### config.mk
export PLATFORM = sky130hd
export DESIGN_NAME = seg7_scan_counter
export DESIGN_NICKNAME = d
export VERILOG_FILES = /design/src/rtl/seg7_scan_counter.sv
export SDC_FILE = /design/constraint.sdc
export NUM_CORES = 1
export LEC_CHECK = 0
export CORE_MARGIN = 8
export CORE_UTILIZATION = 60
export CTS_CLUSTER_SIZE = 16
export DETAILED_ROUTE_END_ITERATION = 7
export GPL_TIMING_DRIVEN = 0
export PLACE_DENSITY = 0.83
export SYNTH_ARGS = -nofsm -noshare
export SYNTH_HDL_FRONTEND = slang
export SYNTH_SLANG_ARGS = --single-unit
export TNS_END_PERCENT = 100
### constraint.sdc
create_clock -name clk -period 3.39 [get_ports clk]
set_input_delay 0.5085 -clock clk [delete_from_list [all_inputs] [get_ports clk]]
set_output_delay 0.5085 -clock clk [all_outputs]
set_load 0.02 [all_outputs]
### src/rtl/seg7_scan_counter.sv
// ============================================================================
// Module   : seg7_scan_counter
// Brief    : Multi-digit hex/BCD up/down counter with time-multiplexed
//            seven-segment drive (prescaled count step, independent scan).
// Revision : 1.0
// ============================================================================
`default_nettype none

module seg7_scan_counter #(
  parameter int NUM_DIGITS = 2,
  parameter int TICK_DIV   = 10000000,
  parameter int SCAN_DIV   = 1000
) (
  input  logic                    clk,
  input  logic                    rst_n,
  input  logic                    en,
  input  logic                    up_dn,
  input  logic                    bcd_mode,
  input  logic                    load,
  input  logic [4*NUM_DIGITS-1:0] load_val,
  output logic [6:0]              segments,
  output logic [NUM_DIGITS-1:0]   digit_sel,
  output logic                    wrap
);

  localparam int c_pre_w  = (TICK_DIV > 1)   ? $clog2(TICK_DIV)   : 1;
  localparam int c_scan_w = (SCAN_DIV > 1)   ? $clog2(SCAN_DIV)   : 1;
  localparam int c_idx_w  = (NUM_DIGITS > 1) ? $clog2(NUM_DIGITS) : 1;
  localparam int c_cnt_w  = 4 * NUM_DIGITS;

  localparam logic [c_pre_w-1:0]  c_pre_last  = c_pre_w'(TICK_DIV - 1);
  localparam logic [c_scan_w-1:0] c_scan_last = c_scan_w'(SCAN_DIV - 1);
  localparam logic [c_idx_w-1:0]  c_idx_last  = c_idx_w'(NUM_DIGITS - 1);

  logic [c_pre_w-1:0]    pre_q,   pre_d;
  logic [c_scan_w-1:0]   scan_q,  scan_d;
  logic [c_idx_w-1:0]    idx_q,   idx_d;
  logic [c_cnt_w-1:0]    count_q, count_d;
  logic [6:0]            seg_q,   seg_d;
  logic [NUM_DIGITS-1:0] sel_q,   sel_d;
  logic                  wrap_q,  wrap_d;

  logic                  w_tick;
  logic [c_cnt_w-1:0]    w_step;
  logic [c_cnt_w-1:0]    w_load_nib;
  logic [NUM_DIGITS:0]   w_chain;
  logic [3:0]            w_cur_digit;

  function automatic logic [6:0] seg_pattern(input logic [3:0] d);
    logic [6:0] p;
    case (d)
      4'h0: p = 7'h3F;  4'h1: p = 7'h06;  4'h2: p = 7'h5B;  4'h3: p = 7'h4F;
      4'h4: p = 7'h66;  4'h5: p = 7'h6D;  4'h6: p = 7'h7D;  4'h7: p = 7'h07;
      4'h8: p = 7'h7F;  4'h9: p = 7'h6F;  4'hA: p = 7'h77;  4'hB: p = 7'h7C;
      4'hC: p = 7'h39;  4'hD: p = 7'h5E;  4'hE: p = 7'h79;  default: p = 7'h71;
    endcase
    return p;
  endfunction

  // Returns {carry/borrow out, new digit}. An out-of-range BCD digit rolls to
  // 0 with carry going up, but settles at 9 without borrow going down.
  function automatic logic [4:0] digit_step(input logic [3:0] d, input logic cin,
                                            input logic up, input logic bcd);
    logic [3:0] dmax;
    dmax = bcd ? 4'd9 : 4'hF;
    if (!cin)
      return {1'b0, d};
    if (up) begin
      if (d >= dmax)
        return {1'b1, 4'd0};
      return {1'b0, d + 4'd1};
    end
    if (bcd && (d > 4'd9))
      return {1'b0, 4'd9};
    if (d == 4'd0)
      return {1'b1, dmax};
    return {1'b0, d - 4'd1};
  endfunction

  assign w_chain[0] = 1'b1;

  generate
    for (genvar g = 0; g < NUM_DIGITS; g++) begin : g_digit
      assign {w_chain[g+1], w_step[4*g +: 4]} =
        digit_step(count_q[4*g +: 4], w_chain[g], up_dn, bcd_mode);
      assign w_load_nib[4*g +: 4] =
        (bcd_mode && (load_val[4*g +: 4] > 4'd9)) ? 4'd9 : load_val[4*g +: 4];
    end
  endgenerate

  assign w_tick = en && (pre_q == c_pre_last);

  always_comb begin
    pre_d   = pre_q;
    count_d = count_q;
    wrap_d  = 1'b0;
    if (load) begin
      count_d = w_load_nib;
      pre_d   = '0;
    end else if (en) begin
      if (w_tick) begin
        pre_d   = '0;
        count_d = w_step;
        wrap_d  = w_chain[NUM_DIGITS];
      end else begin
        pre_d   = pre_q + 1'b1;
      end
    end
  end

  // Scan runs regardless of en/load so the display never freezes.
  always_comb begin
    scan_d = scan_q + 1'b1;
    idx_d  = idx_q;
    if (scan_q == c_scan_last) begin
      scan_d = '0;
      idx_d  = (idx_q == c_idx_last) ? '0 : idx_q + 1'b1;
    end
  end

  always_comb begin
    w_cur_digit = count_q[3:0];
    sel_d       = '0;
    for (int i = 0; i < NUM_DIGITS; i++) begin
      if (idx_q == c_idx_w'(i)) begin
        w_cur_digit = count_q[4*i +: 4];
        sel_d[i]    = 1'b1;
      end
    end
    seg_d = seg_pattern(w_cur_digit);
  end

  always_ff @(posedge clk or negedge rst_n) begin
    if (!rst_n) begin
      pre_q   <= '0;
      scan_q  <= '0;
      idx_q   <= '0;
      count_q <= '0;
      seg_q   <= '0;
      sel_q   <= '0;
      wrap_q  <= 1'b0;
    end else begin
      pre_q   <= pre_d;
      scan_q  <= scan_d;
      idx_q   <= idx_d;
      count_q <= count_d;
      seg_q   <= seg_d;
      sel_q   <= sel_d;
      wrap_q  <= wrap_d;
    end
  end

  assign segments  = seg_q;
  assign digit_sel = sel_q;
  assign wrap      = wrap_q;

endmodule

`default_nettype wire

==> key figures <==
STA
  • Relative slew slack: 41.2%
  • Tcrit/Tclk final: 71.2%
  • Worst hold slack: 0.0879 ns
  • Fmax: 0.414 GHz
  • Final hold viol count: 0
  • RSZ-0062 raised after global routing: false
  • Setup violators final: 0
  • Tmin final: 2.41 ns
  • Worst Skew: 0.00680 ns
  • Slew Viols, Final: 0
  • Slew @ Worst Pin: 0.875 ns
  • Setup TNS: 0 ns

CTS
  • Max H-tree Level: 2
  • Post-CTS sizing: 0
  • CTS Hold Bufs: 0
  • CTS tree: yes
  • Clock Sinks: 53
  • CTS Buf Count: 5
  • Latest clock arrival within the worst-skew pair: 0.31 ns
  • Clock slew at reported path FFs: 0.10 ns
  • Post-CTS Setup Repair Bufs: 0
  • CTS Buffer Depth: 2
  • CTS Root Buffer Type: clkbuf_8

Place
  • HPWL after detailed placement: 5530 um
  • Number of port buffers: 21
  • Final RePlAce weighted congestion: 0.944
  • Area after DPL: 3700 sq um

Synth
  • Most common cell in the netlist: dfrtp_1
  • Post-synthesis mux area share: 2.40%
  • Largest family of logic cells by synthesized area: simple AND/OR/NAND/NOR gates
  • Simple-gate share of the synthesized area: 23.2%
  • Compound-Gate Fraction of Synth Area: 16.3%
  • Avg Cell Area, Syn: 8.83 sq um
  • Synth Net Count: 417
  • Post-synth top flop: dfrtp_1
  • Post-synth EDFFs: 0
  • Async SR Flop Fraction: 100%
  • XOR/XNOR Fraction of Synth Area: 7.77%
  • Post-synth cell types: 55
  • #FFs+latches synth: 53
  • Cells after synthesis: 383
  • Most frequent cells after synthesis: dfrtp_1 (53), nor2_1 (50), nand2_1 (34), nand3_1 (21)
  • Sequential area share after synthesis: 39.2%
  • Top cell type's share of synthesized area: 39.2%
  • Yosys top cell by area: dfrtp_1
  • Synthesized area: 3380 sq um
  • Ys Warns: 0
  • Post-Synth Adder-Cell Area: 7.40%
  • Area contributors post-synth: dfrtp_1 (39%), ha_1 (7.4%), nor2_1 (5.5%)

Global route
  • Total GRT Usage: 18.7%
  • Gr ovfl total: 0
  • First-pass GRT wire length: 13200 um
  • Largest net degree at the start of global routing: 41
  • Vias in the first global route: 2852
  • Initial antenna violation count: 0

Setup path
  • Startpoint Class: register
  • Reg2reg end: count_q[7]
  • CP Class: reg -> reg
  • R2R setup slack: 0.98 ns
  • Reg-to-Reg Start: count_q[0]
  • Worst Reg-to-Reg Cells: 7
  • CP required: 3.59 ns
  • CP Data Arrival Time: 2.61 ns
  • Start point of the critical path: count_q[0]
  • Critical path endpoint category: register
  • Worst Setup EP: count_q[7]
  • Crit path max fanout: 9

Power and ir drop
  • Internal power: 1.12 mW
  • P_leak: 1.56 nW
  • Seq pwr share: 44.0%
  • Peak supply drop: 0.257 mV
  • P_sw: 0.460 mW
  • Clk pwr share: 32.7%
  • Comb power frac: 23.3%
  • Switching share of total power: 29.2%
  • PwrDens: 411 nW/um^2

Finish
  • Share of cells above drive strength 1: 4.60%
  • Final Instance Area: 3840 sq um
  • # diodes: 0
  • Fin nets: 446
  • Layout area overhead: 13.4%
  • Final Util: 70.1%

Route
  • Vias per cell: 6.05
  • DR iter-0 viols: 158
  • Drt wl/cell: 15.4 um
  • First-pass DRT Iterations: 5
  • Final wirelength: 7480 um
  • DR DRC count: 0
  • Vias: 2934
  • Number of routed nets with antenna violations: 0

Floorplanning
  • Die Ht: 91.1 um
  • DIE WIDTH: 91.1 um
  • Die ar.: 8300 sq um
  • Std-Cell Rows: 27
  • I/O pin count: 24
  • Core box area: 5470 sq um
  • Starting Density: 61.8%

Min path
  • Worst min path class: in -> async

Job
  • Max Cap Violations: 0

Status
  • Run status: finished, final reports clean
-- metal layers --
layer	part of all wire, %	routed length [um]	GRT usage [%]
met5	0	0	0
met4	1.3	95	6.82
met1	44	3330	24.0
met3	4.9	370	2.80
met2	49	3680	31.2
-- kinds of logic after synthesis --
| kind of cell | after synthesis |
|---|---|
| XOR/XNOR | 30 |
| AO/OA/AOI/OAI | 81 |
| flip-flops | 53 |
| buffers and inverters | 33 |
| AND/OR/NAND/NOR | 158 |
| multiplexers | 8 |
| adder cells (fa/ha/maj) | 20 |
-- power groups by stage --
stage	Clock [mW]	Combinational [mW]	Sequential (mW)
floorplan	0	0.210	0.728
global placement	0	0.351	0.706
detailed placement	0	0.364	0.706
CTS	0.530	0.365	0.694
global route	0.553	0.407	0.699
finish	0.515	0.368	0.695
-- per-stage QoR --
step / std cells / worst slack, ns / total power [mW]
after CTS: 485 / 0.976 / 1.59
after floorplan: 383 / 1.43 / 0.938
after global routing: 485 / 0.763 / 1.66
after detailed placement: 477 / 0.701 / 1.07
final: 485 / 0.977 / 1.58
after global placement: 476 / 0.238 / 1.06
-- registers in the layout, indices dropped and copies added, names as in the netlist --
name / count
scan_q: 10
segments: 7
count_q: 8
pre_q: 24
digit_sel: 2
idx_q: 1
wrap: 1
-- critical path: stages (launching register included) --
cell      delay (ns)
dfrtp_1         0.49
inv_1           0.16
ha_1            0.27
nor4b_1         0.41
a41oi_1         0.15
a211oi_4        0.46
nor3b_1         0.27
o21ai_1         0.10
-- cell type report --
type                       instances  area (sq um)
multi-input combinational        297          1930
fill                             445          1640
sequential                        53          1330
timing repair buffer              22           225
tap                               72          90.1
clock buffer                       5          68.8
clock inverter                     3          68.8
buffer                            17          66.3
inverter                          16          60.1
-- how the worst min path moves through the flow --
stage / from / end
after floorplan: rst_n / count_q[0]
final: rst_n / scan_q[9]
after detailed placement: idx_q / digit_sel[1]
after global placement: idx_q / digit_sel[1]
after global routing: rst_n / segments[3]
after CTS: rst_n / scan_q[6]
-- layout by cell type, fill, tap and decap left out, drive strengths merged, types with 2 or more instances in the layout --
| master | count |
|---|---|
| ha | 20 |
| a211oi | 4 |
| mux2i | 7 |
| nor3 | 10 |
| nor2b | 4 |
| clkbuf | 20 |
| o22a | 2 |
| a31oi | 6 |
| inv | 17 |
| a221oi | 2 |
| o211ai | 4 |
| o31ai | 3 |
| a41oi | 2 |
| nor4 | 4 |
| xor2 | 20 |
| o21bai | 2 |
| nand2 | 34 |
| nor2 | 50 |
| buf | 4 |
| o21ai | 20 |
| nand3 | 21 |
| a32oi | 4 |
| bufinv | 2 |
| dfrtp | 53 |
| o32ai | 2 |
| clkdlybuf4s50 | 20 |
| xnor2 | 10 |
| nor4b | 4 |
| and3 | 2 |
| nor3b | 3 |
| and2 | 3 |
| a21boi | 3 |
| a21oi | 17 |
| and4b | 2 |
| nand4 | 10 |
| nand2b | 3 |
| nand4b | 2 |
| or4 | 3 |
No activity file was read; power rests on OpenSTA's default activity.
